File: src/rtl/dmem_port_arbiter.sv
// Shares the single data-memory port between the pipeline MEM stage (fixed priority)
// and a loader/debug requester, with a starvation-triggered one-cycle pipeline freeze.
module dmem_port_arbiter #(
  parameter int DM_ADDRESS = 9,
  parameter int DATA_W     = 32,
  parameter int STARVE_LIM = 8,
  parameter int CNT_W      = 16
) (
  input  logic                  clk,
  input  logic                  reset,
  input  logic                  p_wr,
  input  logic                  p_rd,
  input  logic [DM_ADDRESS-1:0] p_addr,
  input  logic [DATA_W-1:0]     p_wdata,
  input  logic [2:0]            p_func3,
  output logic [DATA_W-1:0]     p_rdata,
  output logic                  stall_req,
  input  logic                  l_req,
  input  logic                  l_we,
  input  logic [DM_ADDRESS-1:0] l_addr,
  input  logic [DATA_W-1:0]     l_wdata,
  input  logic [2:0]            l_func3,
  output logic                  l_gnt,
  output logic                  l_rvalid,
  output logic [DATA_W-1:0]     l_rdata,
  output logic [CNT_W-1:0]      l_xfer_cnt,
  output logic                  m_wr,
  output logic                  m_rd,
  output logic [DM_ADDRESS-1:0] m_addr,
  output logic [DATA_W-1:0]     m_wdata,
  output logic [2:0]            m_func3,
  input  logic [DATA_W-1:0]     m_rdata
);

  localparam int WAIT_W = $clog2(STARVE_LIM + 1);

  localparam logic [0:0] S_PIPE  = 1'b0;
  localparam logic [0:0] S_FORCE = 1'b1;

  localparam logic [WAIT_W-1:0] WAIT_MAX  = WAIT_W'(STARVE_LIM);
  localparam logic [WAIT_W-1:0] WAIT_TRIP = WAIT_W'(STARVE_LIM - 1);

  logic [0:0]        state_q, state_d;
  logic [WAIT_W-1:0] wait_q, wait_d;
  logic              stall_q, stall_d;
  logic              rvalid_q, rvalid_d;
  logic [DATA_W-1:0] rdata_q, rdata_d;
  logic [CNT_W-1:0]  xfer_q, xfer_d;

  logic p_busy;
  logic in_force;
  logic gnt;

  assign p_busy   = p_wr | p_rd;
  assign in_force = (state_q == S_FORCE);
  assign gnt      = l_req & (in_force | ~p_busy);

  // In FORCE without a grant the frozen pipeline access must not reach memory.
  always_comb begin
    m_addr  = p_addr;
    m_wdata = p_wdata;
    m_func3 = p_func3;
    m_wr    = p_wr;
    m_rd    = p_rd;
    if (gnt) begin
      m_addr  = l_addr;
      m_wdata = l_wdata;
      m_func3 = l_func3;
      m_wr    = l_we;
      m_rd    = ~l_we;
    end else if (in_force) begin
      m_wr = 1'b0;
      m_rd = 1'b0;
    end
  end

  always_comb begin
    state_d  = S_PIPE;
    wait_d   = '0;
    rvalid_d = gnt & ~l_we;
    rdata_d  = rdata_q;
    xfer_d   = xfer_q;

    if (l_req && !gnt) begin
      wait_d = (wait_q == WAIT_MAX) ? wait_q : wait_q + WAIT_W'(1);
    end

    // A freeze always lasts a single cycle, whether or not the loader stayed.
    if (!in_force && l_req && !gnt && (wait_q == WAIT_TRIP)) begin
      state_d = S_FORCE;
    end

    if (gnt) begin
      xfer_d = xfer_q + CNT_W'(1);
      if (!l_we) begin
        rdata_d = m_rdata;
      end
    end

    stall_d = (state_d == S_FORCE);
  end

  always_ff @(posedge clk or posedge reset) begin
    if (reset) begin
      state_q  <= S_PIPE;
      wait_q   <= '0;
      stall_q  <= 1'b0;
      rvalid_q <= 1'b0;
      rdata_q  <= '0;
      xfer_q   <= '0;
    end else begin
      state_q  <= state_d;
      wait_q   <= wait_d;
      stall_q  <= stall_d;
      rvalid_q <= rvalid_d;
      rdata_q  <= rdata_d;
      xfer_q   <= xfer_d;
    end
  end

  assign l_gnt      = gnt;
  assign stall_req  = stall_q;
  assign l_rvalid   = rvalid_q;
  assign l_rdata    = rdata_q;
  assign l_xfer_cnt = xfer_q;
  assign p_rdata    = m_rdata;

endmodule

File: config.mk
export PLATFORM = sky130hd
export DESIGN_NAME = dmem_port_arbiter
export DESIGN_NICKNAME = d
export VERILOG_FILES = /design/src/rtl/dmem_port_arbiter.sv
export SDC_FILE = /design/constraint.sdc
export NUM_CORES = 1
export LEC_CHECK = 0
export CAP_MARGIN = 20
export CORE_MARGIN = 3
export CORE_UTILIZATION = 35
export CTS_CLUSTER_SIZE = 12
export DETAILED_ROUTE_END_ITERATION = 6
export HOLD_SLACK_MARGIN = 0.03
export MAX_ROUTING_LAYER = met4
export PLACE_DENSITY = 0.87
export SYNTH_ARGS = -nofsm -noshare
export SYNTH_HDL_FRONTEND = slang
export SYNTH_SLANG_ARGS = --single-unit
File: constraint.sdc
create_clock -name clk -period 4.3 [get_ports clk]
set_clock_uncertainty 0.1 [all_clocks]
set_input_delay 0.86 -clock clk [delete_from_list [all_inputs] [get_ports clk]]
set_output_delay 0.86 -clock clk [all_outputs]
set_load 0.01 [all_outputs]
After elaboration in Yosys (flattened, before gate mapping)
Cells that the tools add are included.
{ "classes": {"n_addsub": 2, "mul": 0, "div": 0, "magnitude_cmp": 0, "n_eq_ne": 3, "shifts": 0, "n_mux": 10, "bitwise_logic": 6, "reduce_logical": 7} }
{ "ops": {"columns": ["operator", "count"], "rows": [
  ["2-to-1 mux 32 bit", 1],
  ["adder 16 x 1 -> 16 bit (second input constant)", 1],
  ["2-to-1 mux 9 bit", 1],
  ["2-to-1 mux 4 bit", 2],
  ["2-to-1 mux 1 bit", 5],
  ["adder 4 x 1 -> 4 bit (second input constant)", 1],
  ["equality test 4 x 3 -> 1 bit (second input constant)", 1],
  ["equality test 4 bit (second input constant)", 1],
  ["logical AND 1 bit", 4],
  ["2-to-1 mux 3 bit", 1],
  ["bitwise AND 1 bit", 2],
  ["logical NOT 1 bit", 2],
  ["!= test 2 bit (second input constant)", 1],
  ["inverter 1 bit", 2],
  ["bitwise OR 1 bit", 2],
  ["AND reduction 2 bit", 1]
]} }
{ "totals": {"register_bits": 54, "latch_bits": 0, "mem_bits_rw": 0, "rom_bits": 0, "output_inout_bits": 129, "elab_cells": 33, "n_memories": 0} }

Longest topological paths before layout
Gate-level depths: netlist of the first run.
{ "logic_depth": {"word_depth": 8, "depth_mapped": 7, "ltp_nobuf": 6} }

Least setup slack after synthesis of the first run
No wires, ideal clock.
{ "synth_path": {"path_kind": "input to output", "startpoint": "input p_rd", "endpoint": "output m_wdata[23]", "t_arrival_ns": 1.835, "required_ns": 3.340, "path_slack_ns": 1.505, "stages": 6, "cell_sequence": "o21ba_4 > nand2b_4 > inv_1 > clkbuf_1 > nand2_1 > nand2_1"} }
{ "synth_between": {"elab_chain_len": 5} }
{ "synth_rtl": {"columns": ["element", "line", "rtl"], "rows": [
  ["start: declaration", "12", "input logic p_rd,"],
  ["bitwise OR 1 bit", "54", "assign p_busy = p_wr | p_rd;"],
  ["inverter 1 bit", "56", "assign gnt = l_req & (in_force | ~p_busy);"],
  ["bitwise OR 1 bit", "56", null],
  ["bitwise AND 1 bit", "56", null],
  ["named net l_gnt", "23", "output logic l_gnt,"],
  ["2-to-1 mux 32 bit", "65", "if (gnt) begin"],
  ["end: declaration", "30", "output logic [DATA_W-1:0] m_wdata,"]
]} }
The timed path passes the listed nets, and every way through them passes these cells.

Final worst setup path of the first run
{ "layout_path": {"startpoint": "input p_rd", "endpoint": "output m_wdata[10]"} }
{ "layout_between": {"elab_chain_len": 5} }
{ "layout_rtl": {"columns": ["element", "line"], "rows": [
  ["bitwise OR 1 bit", "54"],
  ["inverter 1 bit", "56"],
  ["bitwise OR 1 bit", "56"],
  ["bitwise AND 1 bit", "56"],
  ["2-to-1 mux 32 bit", "65"]
]} }
Every way passes these cells.

==> results of run 1 <==
==> cells in the final DEF, fill, tap and decap left out, types with 3 or more instances in the layout <==
cell type / count
clkdlybuf4s50_1: 254
nand2_1: 144
dfrtp_1: 54
mux2_2: 33
xor2_1: 9
xnor2_1: 8
nor2_1: 6
and3_1: 5
clkbuf_8: 5
inv_1: 4
nand3_1: 4
nand4_1: 4
ha_1: 3
==> area by class of cell <==
class	instances	share of cell area
clock buffer	6	0.01317
inverter	5	0.003407
tap	105	0.02385
timing repair buffer	258	0.4715
clock inverter	1	0.001363
multi-input combinational	228	0.2414
sequential	54	0.2453
==> per-layer routing <==
layer / global-route usage / up-vias / part of all wire
met2: 0.3487 / 102 / 0.52
met5: - / - / 0
met1: 0.2527 / 1404 / 0.40
met3: 0.03397 / 8 / 0.066
li1: - / 1465 / -
met4: 0.03046 / 0 / 0.0087
==> per-stage QoR <==
stage / area (um2) / setup slack (ns) / total power (uW) / instances / util
6_report: 5509 / 0.3538 / 1566 / 657 / 0.6638
5_1_grt: 5509 / 0.2208 / 1661 / 657 / 0.6638
4_1_cts: 5489 / 0.3472 / 1592 / 656 / 0.6614
3_5_place_dp: 5409 / 0.3556 / 1320 / 649 / 0.6517
3_3_place_gp: 5409 / 0.4275 / 1306 / 649 / 0.6517
2_1_floorplan: 3024 / 1.505 / 898.3 / 332 / -
==> worst max-delay path, stage by stage <==
cell	delay [ns]
clkdlybuf4s50_1	0.50
o21ba_4	0.23
nand2b_4	0.25
buf_4	0.38
nand2_1	0.11
nand2_1	0.08
clkdlybuf4s50_1	0.55
==> how the worst max path moves through the flow <==
stage	from	to	slack [ns]	depth (start not counted)
after floorplan	p_rd	m_wdata[23]	1.50	6
after global placement	p_rd	m_addr[3]	0.43	7
after detailed placement	p_rd	m_wdata[16]	0.36	7
after CTS	p_rd	m_wdata[16]	0.35	7
after global routing	p_rd	m_addr[3]	0.22	7
final	p_rd	m_wdata[10]	0.35	7
==> state kept, by name, summed over array words and instances, names as in the netlist <==
name and flops:
stall_req 1, l_rdata 32, l_xfer_cnt 16, wait_q 4, l_rvalid 1
==> power by group <==
group          leakage [uW]  internal [uW]  switching [uW]
clock             0.0000373            112             152
combinational       0.00176            410             234
sequential         0.000682            596            61.6
total               0.00248           1120             448
==> cell families after synthesis <==
| family | share of synthesized area |
|---|---|
| mux | 0.1229 |
| fa+ha+maj | 0.01241 |
| simple gates | 0.2412 |
| buf+inv | 0.1134 |
| flops | 0.4468 |
| compound gates | 0.01407 |
| xor+xnor | 0.04924 |
==> metrics.txt, run 1 <==
status finished, final reports clean; Reg2Reg Setup Slack 2.34 ns; Final setup viols 0; gr ovfl total 0; CP Launch Type input port; routed via count divided by cell count 4.534; HP Start l_xfer_cnt[15]; Primary FF master, synth dfrtp_1; largest net degree at the start of global routing 55; FILL cells 658; Post-synth EDFFs 0; DIE AREA ~9800 um2; R2R Path Start stall_req; Die Ht roughly 99 um; cells on worst reg2reg path 5; row cnt 33; Initial Util 0.3644; pin slew with the least headroom to its limit between 0.5 and 0.6 ns; Post-synth ARST share 1.000; worst flop-to-flop path endpoint l_rdata[16]; most area-hungry cell type in the Yosys netlist dfrtp_1; RSZ-0062 raised after global routing no; most instantiated cells after synthesis 144 x nand2_1, 54 x dfrtp_1, 33 x buf_4, 33 x mux2_2, 9 x xor2_1; P&R area growth vs syn 82.17%; TritonCTS sink count 54; CTS tree done; Final Hold Fails 0; Nets just under 700; synth unique cells 27; Worst-Skew Late Latency 0.29 ns; Worst Hold End l_xfer_cnt[15]; leak pwr 0.002481 uW; VDD IR-drop max 0.2095 mV; diodes inserted 0; Gate Count Post-Synth about 330; number of global-route vias before repair just over 3k; Slew headroom 0.6640; Final TNS setup 0 ns; Bufs on Longest Clock Path 2; Setup Buffers After CTS 0; first-pass GRT wire length 15530 um; number of hold buffers added after CTS 0; Global Route Usage Sum 0.2014; Max Transition Viols Final 0; Post-CTS Resized 0; Yosys reg bits 54; Num CTS Buffers 5; DRC 0; I/O Buffers roughly 250; Hold WC Path Type reg2reg; hold path depth 1; top-count cell post-synth nand2_1; Yosys top cell area share 0.4468; routed wire length around 10000 um; DR vias about 3.0k; Clock Pin Slew Worst Setup and Hold Paths ~0.09 ns; syn_area_per_cell roughly 9.1 um2; Syn Nets 461; critical path class in2out; gpl congestion roughly 0.87; initial antenna violation count 0; CTS H-Tree Depth 2; WHS slightly below 0.4 ns; Final HPWL DP about 8000 um; Root Buffer clkbuf_8; DIE WIDTH 98.96 um; WL per Instance about 15 um; Initial DRT Pass Iterations 4; worst endpoint data arrival time about 3.0 ns; required time of the critical path around 3.3 ns; Ports about 260; crit path max fanout 37; crit end category output pin; f_max roughly 250 MHz; Final Critical Period 3.946 ns; Antenna Nets Post-Route 0; DRT iter0 DRCs 95; power per cell area around 280 nW/um2; mapped cell area 3024 um2; Ys Warns 0; largest cells by area after synthesis dfrtp_1 45%, nand2_1 18%, mux2_2 12%; share of cells above drive strength 1 0.08877; register area share after synthesis 0.4468; area of the multi-input gates ~1300 um2; sequential cell area between 1000 and 1500 um2; max-cap viol count 0; Tcrit/Tclk final 0.9177; core area between 8000 and 9000 um2
Note: power is estimated with default switching activity, not from simulation.
==> inputs of run 2 (changes only) <==
--- a/config.mk
+++ b/config.mk
@@ -13,6 +13,8 @@
 export HOLD_SLACK_MARGIN = 0.03
 export MAX_ROUTING_LAYER = met4
 export PLACE_DENSITY = 0.87
+export SKIP_CTS_REPAIR_TIMING = 1
+export SLEW_MARGIN = 20
 export SYNTH_ARGS = -nofsm -noshare
 export SYNTH_HDL_FRONTEND = slang
 export SYNTH_SLANG_ARGS = --single-unit
==> run 2 against run 1 <==
Effect of this change: global-route usage is the same; sequential power is essentially flat; cell area shrank 0.34%; die area is the same; critical endpoint is now m_wdata[4]; largest cell class unchanged; highest routed layer unchanged.
==> metrics.txt, run 2 (synthesized netlist as in run 1, its figures left out) <==
required time of the critical path 3.34 ns; power per cell area between 200 and 300 nW/um2; commonest non-fill, non-tap cell in the layout clkdlybuf4s50_1; DR vias 2968; area of the multi-input gates 1330 um2; I/O Buffers ~250; Clock Pin Slew Worst Setup and Hold Paths 0.09 ns; Hold WC Path Type reg2reg; CP Launch Type input port; Ports 255; Comb power frac 0.410; CTS H-Tree Depth 2; status finished, final reports clean; clock share of power 0.170; Critical Path Max Stage Delay between 0.5 and 0.6 ns; Final HPWL DP approximately 8100 um; sw frac 0.2868; DIE WIDTH ~99 um; Bufs on Longest Clock Path 2; FILL cells about 660; VDD IR-drop max between 0.2 and 0.25 mV; core area 8299 um2; initial antenna violation count 0; Root Buffer clkbuf_8; Num CTS Buffers 5; Nets 680; P&R area growth vs syn 81.55%; crit path max fanout 37; Initial DRT Pass Iterations 4; Psw roughly 450 uW; Slew headroom 0.4088; Final Hold Fails 0; leak pwr 0.002472 uW; Max Transition Viols Final 0; TritonCTS sink count between 50 and 60; Global Route Usage Sum 0.2014; Final Instance Area around 5500 um2; pin slew with the least headroom to its limit 0.8858 ns; Cell Int Power around 1100 uW; max reg flops 32; Die Ht 98.96 um; DIE AREA ~9800 um2; CTS tree done; share of cells above drive strength 1 0.08711; crit end category output pin; Final Critical Period about 4.0 ns; most frequent cells in the layout 254 x clkdlybuf4s50_1, 144 x nand2_1, 54 x dfrtp_1, 33 x mux2_2, 9 x xor2_1; DRT iter0 DRCs around 100; Worst-Skew Late Latency a little under 0.3 ns; f_max roughly 250 MHz; RSZ-0062 raised after global routing no; Final TNS setup 0 ns; routed wire length 9931 um; DRC 0; row cnt 33; CP cell instances clkdlybuf4s50_1, o21ba_4, nand2b_4, buf_4, nand2_1, nand2_1, clkdlybuf4s50_1; Antenna Nets Post-Route 0; largest net degree at the start of global routing between 50 and 60; placed inst area between 5000 and 6000 um2; routed via count divided by cell count approximately 4.5; critical path class in2out; gpl congestion 0.8666; Flop pwr share 0.420; Initial Util 0.3644; WL per Instance roughly 15 um; CP max stage cell clkdlybuf4s50_1; sequential cell area approximately 1400 um2; Final setup viols 0; total power approximately 1600 uW; Tcrit/Tclk final 0.9206; first-pass GRT wire length between 15000 and 20000 um; diodes inserted 0; worst endpoint data arrival time roughly 3 ns; gr ovfl total 0; max-cap viol count 0; number of global-route vias before repair around 3.1k
run 2: cell count changes in the layout (fill, tap and decap cells not counted), sizes merged:
cell	delta
buf	-1
clkinv	+1
inv	-1
run 2: final timing paths:
check,slack [ns],start,end,depth (start not counted)
max in group asynchronous,2.63,reset,wait_q[0],2
min reg2reg,0.39,l_xfer_cnt[15],l_xfer_cnt[15],1
min,0.39,l_xfer_cnt[15],l_xfer_cnt[15],1
max reg2reg,2.35,stall_req,l_rdata[16],5
max,0.34,p_rd,m_wdata[4],7
min in group asynchronous,0.95,reset,l_rdata[3],2
run 2: per-layer routing:
layer / share of wire / up-vias / GRT usage
li1: - / 1464 / -
met1: 0.41 / 1385 / 0.2527
met2: 0.52 / 108 / 0.3487
met3: 0.063 / 11 / 0.03397
met4: 0.010 / 0 / 0.03046
met5: 0 / - / -
run 2: metrics by stage:
stage,cells,hold WS (ns),util,worst slack (ns)
after floorplan,332,0.3489,-,1.505
after global placement,649,0.3630,0.6517,0.4275
after detailed placement,649,0.3753,0.6517,0.3556
after CTS,656,0.3887,0.6614,0.3472
after global routing,656,0.4124,0.6615,0.2208
final,656,0.3859,0.6615,0.3416
run 2: cell type report:
class                           count  area share
Timing Repair Buffer              257      0.4695
Inverter                            5    0.003646
Clock buffer                        6     0.01322
Sequential cell                    54      0.2461
Multi-Input combinational cell    228      0.2423
Tap cell                          105     0.02393
Clock inverter                      1    0.001367
run 2: power by group through the flow:
stage / Sequential, uW / Clock, uW / Combinational [uW]
final: 658 / 265 / 643
after global routing: 675 / 299 / 686
after CTS: 660 / 278 / 654
after detailed placement: 670 / 0 / 650
after global placement: 665 / 0 / 641
after floorplan: 704 / 0 / 194
run 2: worst max-delay path: cells and delay by family:
family | cells | cell delay, ns
AND/OR/NAND/NOR | 3 | 0.45
AO/OA/AOI/OAI | 1 | 0.23
buffers and inverters | 3 | 1.44
==> inputs of run 3 (changes only) <==
--- a/config.mk
+++ b/config.mk
@@ -6,13 +6,13 @@
 export NUM_CORES = 1
 export LEC_CHECK = 0
 export CAP_MARGIN = 20
-export CORE_MARGIN = 3
-export CORE_UTILIZATION = 35
+export CORE_AREA = 2 2 99 101
 export CTS_CLUSTER_SIZE = 12
 export DETAILED_ROUTE_END_ITERATION = 6
+export DIE_AREA = 0 0 101 103
 export HOLD_SLACK_MARGIN = 0.03
 export MAX_ROUTING_LAYER = met4
-export PLACE_DENSITY = 0.87
+export PLACE_DENSITY = 0.81
 export SKIP_CTS_REPAIR_TIMING = 1
 export SLEW_MARGIN = 20
 export SYNTH_ARGS = -nofsm -noshare
==> run 3 against run 2 <==
Effect of this change: clock-buffer cell count is 1 lower; register-to-register slack improved by 0.03 ns; non-clock buffer count did not move; largest cell class unchanged.
==> metrics.txt, run 3 (synthesized netlist as in run 1, its figures left out) <==
status finished, final reports clean; Root Buffer clkbuf_8; Initial Util 0.3197; TritonCTS sink count 54; gr ovfl total 0; commonest non-fill, non-tap cell in the layout clkdlybuf4s50_1; Final TNS setup 0 ns; clock share of power 0.176; Initial DRT Pass Iterations 4; share of cells above drive strength 1 0.08893; gpl congestion ~0.8; diodes inserted 0; Flop pwr share 0.420; Worst Hold End stall_req; Final setup viols 0; CP Launch Type input port; RSZ-0062 raised after global routing no; CTS H-Tree Depth 2; Cell Int Power ~1100 uW; Worst-Skew Late Latency 0.31 ns; most frequent cells in the layout 254 x clkdlybuf4s50_1, 144 x nand2_1, 54 x dfrtp_1, 33 x mux2_2, 9 x xor2_1; DRT iter0 DRCs 88; Nets approximately 700; worst endpoint data arrival time 2.94 ns; DRC 0; Max Transition Viols Final 0; R2R Path Start stall_req; placed cell count 658; Hold WC Path Type reg2reg; Bufs on Longest Clock Path 2; routed wire length a little under 10000 um; Num CTS Buffers 5; max-cap viol count 0; DR vias 2973; WL per Instance 14.81 um; crit path max fanout 46; Layout Cells excl Fill ~670; Slew headroom 0.5567; core area ~9500 um2; Die Ht roughly 100 um; crit end category output pin; P&R area growth vs syn 82.46%; HP Start wait_q[3]; sw frac 0.2920; pin slew with the least headroom to its limit between 0.6 and 0.7 ns; initial antenna violation count 0; I/O Buffers around 250; max reg flops 32; CTS tree done; leak pwr 0.002485 uW; Global Route Usage Sum 0.1801; Comb power frac 0.404; critical path class in2out; routed via count divided by cell count 4.471; Ports 255; Final Critical Period roughly 3.9 ns; WHS 0.3842 ns; DIE WIDTH roughly 100 um; cells on worst reg2reg path 5; Psw approximately 460 uW; f_max 256.4 MHz; first-pass GRT wire length between 10000 and 15000 um; power per cell area 286.4 nW/um2; DIE AREA roughly 10000 um2; Reg2Reg Setup Slack 2.38 ns; number of global-route vias before repair approximately 2.8k; Final HPWL DP approximately 7900 um; VDD IR-drop max ~0.18 mV; hold path depth 1; required time of the critical path approximately 3.3 ns; Tcrit/Tclk final 0.9070; worst flop-to-flop path endpoint l_rdata[20]; Antenna Nets Post-Route 0; Clock Pin Slew Worst Setup and Hold Paths about 0.09 ns; largest net degree at the start of global routing 55; Final Hold Fails 0; row cnt 36
==> run 3: changes by cell type in the layout (fill, tap and decap cells not counted), sizes merged <==
cell,previous run,this run
clkinvlp,1,0
clkbuf,6,5
inv,4,6
==> run 3: worst max-delay path by stage <==
stage                     startpoint  slack [ns]          end
after floorplan                 p_rd        1.50  m_wdata[23]
after global placement          p_rd        0.47    m_addr[8]
after detailed placement        p_rd        0.41    m_addr[8]
after CTS                       p_rd        0.40    m_addr[8]
after global routing            p_rd        0.31   m_wdata[5]
final                           p_rd        0.40    m_addr[8]
==> run 3: layer usage <==
metal,routed length (um),global-route usage,vias up
met4,136,0.04054,0
met2,5058,0.2959,95
met3,508,0.03593,12
met1,4145,0.2314,1400
met5,0,-,-
li1,-,-,1466
==> run 3: metrics by stage <==
stage	power, uW	instance area (um2)	setup slack [ns]	util
2_1_floorplan	898.3	3024	1.505	-
3_3_place_gp	1305	5433	0.4658	0.5743
3_5_place_dp	1319	5435	0.4053	0.5746
4_1_cts	1605	5518	0.3992	0.5833
5_1_grt	1677	5518	0.3068	0.5833
6_report	1580	5518	0.3997	0.5833
==> run 3: area by class of cell <==
cell class	count	area (um2)
Clock buffer	5	68.82
Clock inverter	2	13.76
Fill cell	841	3941
Inverter	5	21.27
Multi-Input combinational cell	228	1330
Sequential cell	54	1351
Tap cell	114	142.6
Timing Repair Buffer	257	2590
==> run 3: power groups by stage <==
| stage | Clock [uW] | Sequential [uW] | Combinational, uW |
|---|---|---|---|
| after floorplan | 0 | 704 | 194 |
| after global placement | 0 | 667 | 638 |
| after detailed placement | 0 | 674 | 645 |
| after CTS | 293 | 664 | 649 |
| after global routing | 315 | 677 | 685 |
| final | 278 | 663 | 639 |
==> run 3: worst max-delay path: stages <==
cell and delay, ns:
clkdlybuf4s50_1 0.46, o21ba_4 0.28, nand2b_4 0.23, inv_1 0.15, buf_12 0.22, nand2_1 0.08
nand2_1 0.10, clkdlybuf4s50_1 0.55
